$ cat config.mk
export PLATFORM = sky130hd
export DESIGN_NAME = mem_loader
export DESIGN_NICKNAME = d
export VERILOG_FILES = /design/src/rtl/mem_loader_pkg.sv /design/src/rtl/mem_loader.sv
export SDC_FILE = /design/constraint.sdc
export NUM_CORES = 1
export LEC_CHECK = 0
export ABC_AREA = 1
export ABC_CLOCK_PERIOD_IN_PS = 3600
export BUFFER_PORTS_ARGS = -buffer_cell sky130_fd_sc_hd__buf_2
export CORE_MARGIN = 3
export CORE_UTILIZATION = 40
export CTS_CLUSTER_SIZE = 16
export DETAILED_ROUTE_END_ITERATION = 6
export PLACE_DENSITY = 0.62
export SETUP_SLACK_MARGIN = 0.1
export SYNTH_ARGS = -nofsm -noshare
export SYNTH_HDL_FRONTEND = slang
export SYNTH_SLANG_ARGS = --single-unit
$ cat constraint.sdc
create_clock -name clk -period 3.6 [get_ports clk]
set_input_delay 0.72 -clock clk [delete_from_list [all_inputs] [get_ports clk]]
set_output_delay 0.72 -clock clk [all_outputs]
set_load 0.05 [all_outputs]
$ cat src/rtl/mem_loader_pkg.sv
// Boot loader shared definitions: stream header field layout,
// target encodings and a header decode helper.
package mem_loader_pkg;

  localparam int LDR_TGT_BIT  = 31;
  localparam int LDR_LAST_BIT = 30;
  localparam int LDR_CNT_MSB  = 24;
  localparam int LDR_CNT_LSB  = 16;
  localparam int LDR_ADDR_MSB = 9;
  localparam int LDR_ADDR_LSB = 0;

  localparam int LDR_CNT_W =
    LDR_CNT_MSB - LDR_CNT_LSB + 1;

  localparam logic LDR_TGT_IMEM = 1'b0;
  localparam logic LDR_TGT_DMEM = 1'b1;

  typedef struct packed {
    logic                 tgt;
    logic                 last;
    logic [LDR_CNT_W-1:0] cnt;
  } ldr_hdr_t;

  function automatic ldr_hdr_t ldr_decode(
    input logic [31:0] w
  );
    ldr_hdr_t h;
    h.tgt  = w[LDR_TGT_BIT];
    h.last = w[LDR_LAST_BIT];
    h.cnt  = w[LDR_CNT_MSB:LDR_CNT_LSB];
    return h;
  endfunction

endpackage

$ cat src/rtl/mem_loader.sv
// Streams header + payload words into the instruction and data BRAMs,
// then releases the core by raising load_done / dropping pc_stall.
module mem_loader
  import mem_loader_pkg::*;
#(
  parameter int ADDR_WIDTH = 10,
  parameter int DATA_WIDTH = 32,
  parameter int MAX_WORDS  = 256
) (
  input  logic                  clk,
  input  logic                  rst,
  input  logic [DATA_WIDTH-1:0] s_data,
  input  logic                  s_valid,
  output logic                  s_ready,
  output logic [ADDR_WIDTH-1:0] i_w_addr,
  output logic [DATA_WIDTH-1:0] i_w_dat,
  output logic                  i_w_enb,
  output logic [ADDR_WIDTH-1:0] d_w_addr,
  output logic [DATA_WIDTH-1:0] d_w_dat,
  output logic                  d_w_enb,
  output logic                  load_done,
  output logic                  pc_stall,
  output logic                  rd_enb,
  output logic                  load_err
);

  typedef enum logic [1:0] {
    S_HDR,
    S_DATA,
    S_DONE,
    S_ERR
  } state_t;

  localparam logic [LDR_CNT_W-1:0] MAX_CNT =
    LDR_CNT_W'(MAX_WORDS);

  state_t                state_q, state_d;
  logic                  tgt_q, tgt_d;
  logic                  last_q, last_d;
  logic [LDR_CNT_W-1:0]  cnt_q, cnt_d;
  logic [ADDR_WIDTH-1:0] addr_q, addr_d;

  logic                  s_ready_q, s_ready_d;
  logic [ADDR_WIDTH-1:0] i_w_addr_q, i_w_addr_d;
  logic [DATA_WIDTH-1:0] i_w_dat_q, i_w_dat_d;
  logic                  i_w_enb_q, i_w_enb_d;
  logic [ADDR_WIDTH-1:0] d_w_addr_q, d_w_addr_d;
  logic [DATA_WIDTH-1:0] d_w_dat_q, d_w_dat_d;
  logic                  d_w_enb_q, d_w_enb_d;
  logic                  load_done_q, load_done_d;
  logic                  pc_stall_q, pc_stall_d;
  logic                  rd_enb_q, rd_enb_d;
  logic                  load_err_q, load_err_d;

  ldr_hdr_t hdr;
  logic     accept;
  logic     hdr_zero;
  logic     hdr_big;
  logic     done_d;

  always_comb begin
    hdr      = ldr_decode(s_data[31:0]);
    accept   = s_valid && s_ready_q;
    hdr_zero = (hdr.cnt == '0);
    hdr_big  = (hdr.cnt > MAX_CNT);

    state_d    = state_q;
    tgt_d      = tgt_q;
    last_d     = last_q;
    cnt_d      = cnt_q;
    addr_d     = addr_q;
    i_w_addr_d = i_w_addr_q;
    i_w_dat_d  = i_w_dat_q;
    i_w_enb_d  = 1'b0;
    d_w_addr_d = d_w_addr_q;
    d_w_dat_d  = d_w_dat_q;
    d_w_enb_d  = 1'b0;

    unique case (state_q)
      S_HDR: begin
        if (accept) begin
          unique case (1'b1)
            hdr_zero && hdr.last:
              state_d = S_DONE;
            hdr_zero && !hdr.last:
              state_d = S_HDR;
            hdr_big:
              state_d = S_ERR;
            default: begin
              tgt_d   = hdr.tgt;
              last_d  = hdr.last;
              cnt_d   = hdr.cnt;
              addr_d  = {s_data[ADDR_WIDTH-1:2], 2'b00};
              state_d = S_DATA;
            end
          endcase
        end
      end
      S_DATA: begin
        if (accept) begin
          if (tgt_q == LDR_TGT_DMEM) begin
            d_w_enb_d  = 1'b1;
            d_w_addr_d = addr_q;
            d_w_dat_d  = s_data;
          end else begin
            i_w_enb_d  = 1'b1;
            i_w_addr_d = addr_q;
            i_w_dat_d  = s_data;
          end
          // address wraps naturally at the BRAM size
          addr_d = addr_q + ADDR_WIDTH'(4);
          cnt_d  = cnt_q - LDR_CNT_W'(1);
          if (cnt_q == LDR_CNT_W'(1))
            state_d = last_q ? S_DONE : S_HDR;
        end
      end
      S_DONE: ;
      S_ERR:  ;
    endcase

    // hold done back one cycle behind the final write strobe
    done_d      = (state_d == S_DONE) &&
                  !(i_w_enb_d || d_w_enb_d);
    load_done_d = done_d;
    rd_enb_d    = done_d;
    pc_stall_d  = !done_d;
    load_err_d  = (state_d == S_ERR);
    s_ready_d   = (state_d == S_HDR) ||
                  (state_d == S_DATA);
  end

  always_ff @(posedge clk) begin
    if (rst) begin
      state_q     <= S_HDR;
      tgt_q       <= LDR_TGT_IMEM;
      last_q      <= 1'b0;
      cnt_q       <= '0;
      addr_q      <= '0;
      s_ready_q   <= 1'b0;
      i_w_addr_q  <= '0;
      i_w_dat_q   <= '0;
      i_w_enb_q   <= 1'b0;
      d_w_addr_q  <= '0;
      d_w_dat_q   <= '0;
      d_w_enb_q   <= 1'b0;
      load_done_q <= 1'b0;
      pc_stall_q  <= 1'b1;
      rd_enb_q    <= 1'b0;
      load_err_q  <= 1'b0;
    end else begin
      state_q     <= state_d;
      tgt_q       <= tgt_d;
      last_q      <= last_d;
      cnt_q       <= cnt_d;
      addr_q      <= addr_d;
      s_ready_q   <= s_ready_d;
      i_w_addr_q  <= i_w_addr_d;
      i_w_dat_q   <= i_w_dat_d;
      i_w_enb_q   <= i_w_enb_d;
      d_w_addr_q  <= d_w_addr_d;
      d_w_dat_q   <= d_w_dat_d;
      d_w_enb_q   <= d_w_enb_d;
      load_done_q <= load_done_d;
      pc_stall_q  <= pc_stall_d;
      rd_enb_q    <= rd_enb_d;
      load_err_q  <= load_err_d;
    end
  end

  assign s_ready   = s_ready_q;
  assign i_w_addr  = i_w_addr_q;
  assign i_w_dat   = i_w_dat_q;
  assign i_w_enb   = i_w_enb_q;
  assign d_w_addr  = d_w_addr_q;
  assign d_w_dat   = d_w_dat_q;
  assign d_w_enb   = d_w_enb_q;
  assign load_done = load_done_q;
  assign pc_stall  = pc_stall_q;
  assign rd_enb    = rd_enb_q;
  assign load_err  = load_err_q;

endmodule
; ---- Word-level counts from Yosys, hierarchy flattened
; Cells that the tools add are included.
; W data, S select, Z words.
[classes]
n_addsub = 2
magnitude_cmp = 1
eq_ne = 8
muxes = 20
n_bitwise = 2
reduce_logical = 18
[ops]
columns = cell, n
row1 = $mux W10, 3
row2 = $mux W9, 3
row3 = $pmux W10 S2, 1
row4 = $pmux W9 S2, 1
row5 = $add A10 B3 Y10 const B, 1
row6 = $eq A9 B1 Y1 const B, 1
row7 = $gt A9 B9 Y1 const B, 1
row8 = $logic_not A9 Y1, 1
row9 = $reduce_and A3 Y1, 3
row10 = $sub A9 B1 Y9 const B, 1
row11 = $mux W2, 4
row12 = $mux W1, 6
row13 = $ne A2 B2 Y1 const B, 3
row14 = $pmux W2 S3, 1
row15 = $eq A2 B1 Y1 const B, 2
row16 = $eq A2 B2 Y1 const B, 2
row17 = $logic_and A1 B1 Y1, 4
row18 = $logic_not A2 Y1, 2
row19 = $pmux W2 S2, 1
row20 = $reduce_and A4 Y1, 1
row21 = $logic_not A1 Y1, 3
row22 = $reduce_or A3 Y1, 1
row23 = $logic_or A1 B1 Y1, 2
row24 = $not A1 Y1, 2
row25 = $reduce_bool A2 Y1, 1
[word_totals]
ff_bits = 113
input_bits = 35
wordCells = 66

; ---- Depth between registers and ports, before layout
[logic_depth]
word_depth = 8
mapped_depth = 10
depth_no_buf = 10

; ---- Worst setup path after synthesis
; OpenSTA, ideal clock, no wires.
[synth_timing]
path_kind = input-to-reg
startpoint = input port s_valid
endpoint = register d_w_addr_q[5], in the netlist d_w_addr[5]
arrival_ns = 1.638
required_ns = 3.478
path_slack_ns = 1.841
stages = 7
path_buffers = 2
path_cell_list = nand2_1 nor2_2 nand2_2 nor2_2 buf_4 buf_2 a21oi_1
[synth_between]
elab_chain_cells = 2
[synth_rtl]
columns = element, line_no
row1 = start: declaration, mem_loader.sv:13  ; input logic s_valid,
row2 = $logic_and A1 B1 Y1, mem_loader.sv:63  ; accept = s_valid && s_ready_q;
row3 = $reduce_and A3 Y1 (no line), n/a
row4 = end signal: assignment, mem_loader.sv:160  ; d_w_addr_q <= d_w_addr_d;
row5 = end: declaration, mem_loader.sv:47  ; logic [ADDR_WIDTH-1:0] d_w_addr_q, d_w_addr_d;
; Every way passes these cells.
; A chain may end at the register's enable or synchronous reset.

; ---- Worst setup path in the final report
[layout_timing]
startpoint = input port s_valid
endpoint = register d_w_addr_q[8], in the netlist d_w_addr[8]
; Same word-level chain as after synthesis.

==> results.yml <==
worst_setup_path:
  startpoint_type: "input pin"
  critPathCaptureType: "register"
  arrival_ns: 2.39
  slowest_delay_ns: 0.45
  cp_max_fo: 58
  crit_required_ns: 3.90
  worstPathCellList: "buf_2 -> nand2_1 -> nor2_2 -> nand2_2 -> nor2_4 -> buf_4 -> o21ai_0 -> a21oi_1"
  cp_slowest_cell: "buf_4"
  path_class: "in -> reg"
sta:
  maxSlewHeadroom_pct: 47.77
  slew_viol_final: 0
  setup_viol: 0
  hold_viol: 0
  rsz0062_at_grt: "false"
  fmax_mhz: 479.0
  fin_crit_ns: 2.088
  final.setup.tns_ns: 0
  post-route-period-util_pct: 58.00
  worstMarginPinSlew_ns: 0.7822
  skew_ns: 0.008396
finish:
  nets: 736
  syn_to_final_growth_pct: 18.41
  drive_above_1_share_pct: 23.61
  fillers: 1046
  num_antenna_cells: 0
  final_util_pct: 49.71
power_and_ir_drop:
  p_total_mw: 2.236
  power_leakage_nw: 2.712
  ir_worst_vdd_v: 0.0002266
  powerDensity_nw_per_um2: 428.0
status:
  violations: "design-rule violations"
  outcome: "complete, but fails checks"
flow_run:
  cap_violations: 0
grt:
  grt_usage_pct: 19.21
  antenna_found_initial: 0
  grt_max_degree: 59
  overflow: 0
  grt_pass1_vias: 3836
  grt_pass1_wl_mm: 19.64
drt:
  wl_mm: 11.98
  antenna_left: 0
  drc: 2
  vias: 4143
  viasPerCell: 4.938
  firstDrtPassIters: 7
  wl_per_cell_um: 14.27
  drt_iter0_markers: 288
placed_design:
  io_buffers: 121
  hpwl_mm: 8.340
  place_congestion: 0.8619
synthesis:
  synth_seq_cells: 107
  syn_avg_cell_area_sq_um: 7.390
  syn-instance-count: 597
  synth-seq-area-share_pct: 48.55
  yosysUniqueCellTypes: 32
  synth.cell_area_sq_um: 4412
  ys_warn_count: 0
min_path:
  hp-class: "reg -> reg"
clock_network:
  cts_buffer_depth: 2
  htreeDepth: 3
  cts_sinks: 107
  numCtsBuffers: 9
  root_buffer: "clkbuf_8"
  cts_resized: 0
  postCtsSetupRepairBufs: 0
  clock_latency_ns: 0.37
  cts_tree: "built"
  hold_buffers: 0
  clk_pin_slew_ns: 0.10
die:
  core_sq_um: 10510
  ios: 126
  start_util_pct: 41.98
  die_w_um: 111.0
  fp-row-count: 37
  dieArea_sq_um: 12330
  die_y_um: 111.0
[cell type report]
type | count | area [sq um] | share of cell area [%]
tap | 136 | 170.2 | 3.257
multi-input combinational | 409 | 1893 | 36.24
clock inverter | 6 | 57.56 | 1.102
clock buffer | 10 | 137.6 | 2.635
sequential | 107 | 2142 | 41.01
timing repair buffer | 125 | 648.1 | 12.41
inverter | 46 | 175.2 | 3.353
[routing by layer]
metal	track usage (%)	up-vias	share of wire (%)
met5	0	-	0
met3	5.349	9	7.9
met4	4.055	0	1.1
met1	25.22	1882	44
met2	31.76	137	47
li1	-	2115	-
[cells in the final DEF, fill, tap and decap left out, types with 4 or more instances in the layout]
| cell type | n |
|---|---|
| conb_1 | 4 |
| nand3_1 | 75 |
| o21ai_2 | 11 |
| a21oi_1 | 20 |
| clkbuf_8 | 10 |
| buf_2 | 121 |
| o21ai_0 | 62 |
| inv_1 | 42 |
| nor2_1 | 100 |
| dfxtp_1 | 107 |
| nand2_1 | 114 |
[final timing paths]
kind,start,endpoint,slack [ns],cells past startpoint
min,i_w_dat[14],i_w_dat[14],0.48,2
max,s_valid,d_w_addr[8],1.51,8
max reg2reg,state_q[0],i_w_dat[5],1.53,7
min reg2reg,i_w_dat[14],i_w_dat[14],0.48,2
[flip-flops by register name, indices dropped and copies added (netlist names), 2 cells and up]
signal    count
d_w_dat      32
i_w_dat      32
cnt_q         9
addr_q        8
d_w_addr      8
i_w_addr      8
state_q       2
[power breakdown]
group,switching (mW),internal [mW],leakage (nW),total (mW)
logic,0.207,0.0790,1.75,0.286
clock network,0.435,0.286,0.0980,0.720
registers,0.0182,1.21,0.865,1.23
total,0.660,1.58,2.71,2.24
[synth_stat cells]
cell      instances  share of area [%]
nand2_1         114                9.7
dfxtp_1         107                 49
nor2_1          100                8.5
nand3_1          75                8.5
o21ai_0          62                7.0
inv_1            42                3.6
a21oi_1          20                2.3
buf_2            13                1.5
o21ai_2          11                2.2
clkbuf_1         10               0.85
buf_4             9                1.5
nor2_2            4               0.57
buf_1             3               0.26
ha_1              3               0.85
inv_2             3               0.26
buf_6             2               0.51
nand2_2           2               0.28
nand4_1           2               0.28
o21ai_1           2               0.23
a21boi_0          1               0.17
a31oi_1           1               0.14
clkbuf_8          1               0.31
conb_1            1              0.085
inv_4             1               0.14
nand2_4           1               0.26
nand3_2           1               0.23
nand3_4           1               0.40
nand3b_1          1               0.17
nor2_4            1               0.26
nor3_1            1               0.11
o22ai_1           1               0.14
o31ai_1           1               0.17
[kinds of logic after synthesis]
kind of cell	synth area share (%)
other	0.08500
and+or+nand+nor	29.27
DFF	48.55
adders and majority gates	0.8509
buffers and inverters	8.905
AOI/OAI and AO/OA	12.34
[critical path, delay by kind of cell]
family	cells	cell delay, ns
AOI/OAI and AO/OA	2	0.33
and+or+nand+nor	4	0.77
buffers and inverters	2	0.53
[per-stage QoR]
stage	instance area, sq um	hold slack, ns	setup WS, ns	cells
after floorplan	4423	0.4726	1.841	600
after global placement	5029	0.4568	1.242	823
after detailed placement	5029	0.4593	1.144	823
after CTS	5224	0.4783	1.510	839
after global routing	5224	0.4967	1.291	839
final	5224	0.4768	1.512	839
No activity file was read; power rests on OpenSTA's default activity.
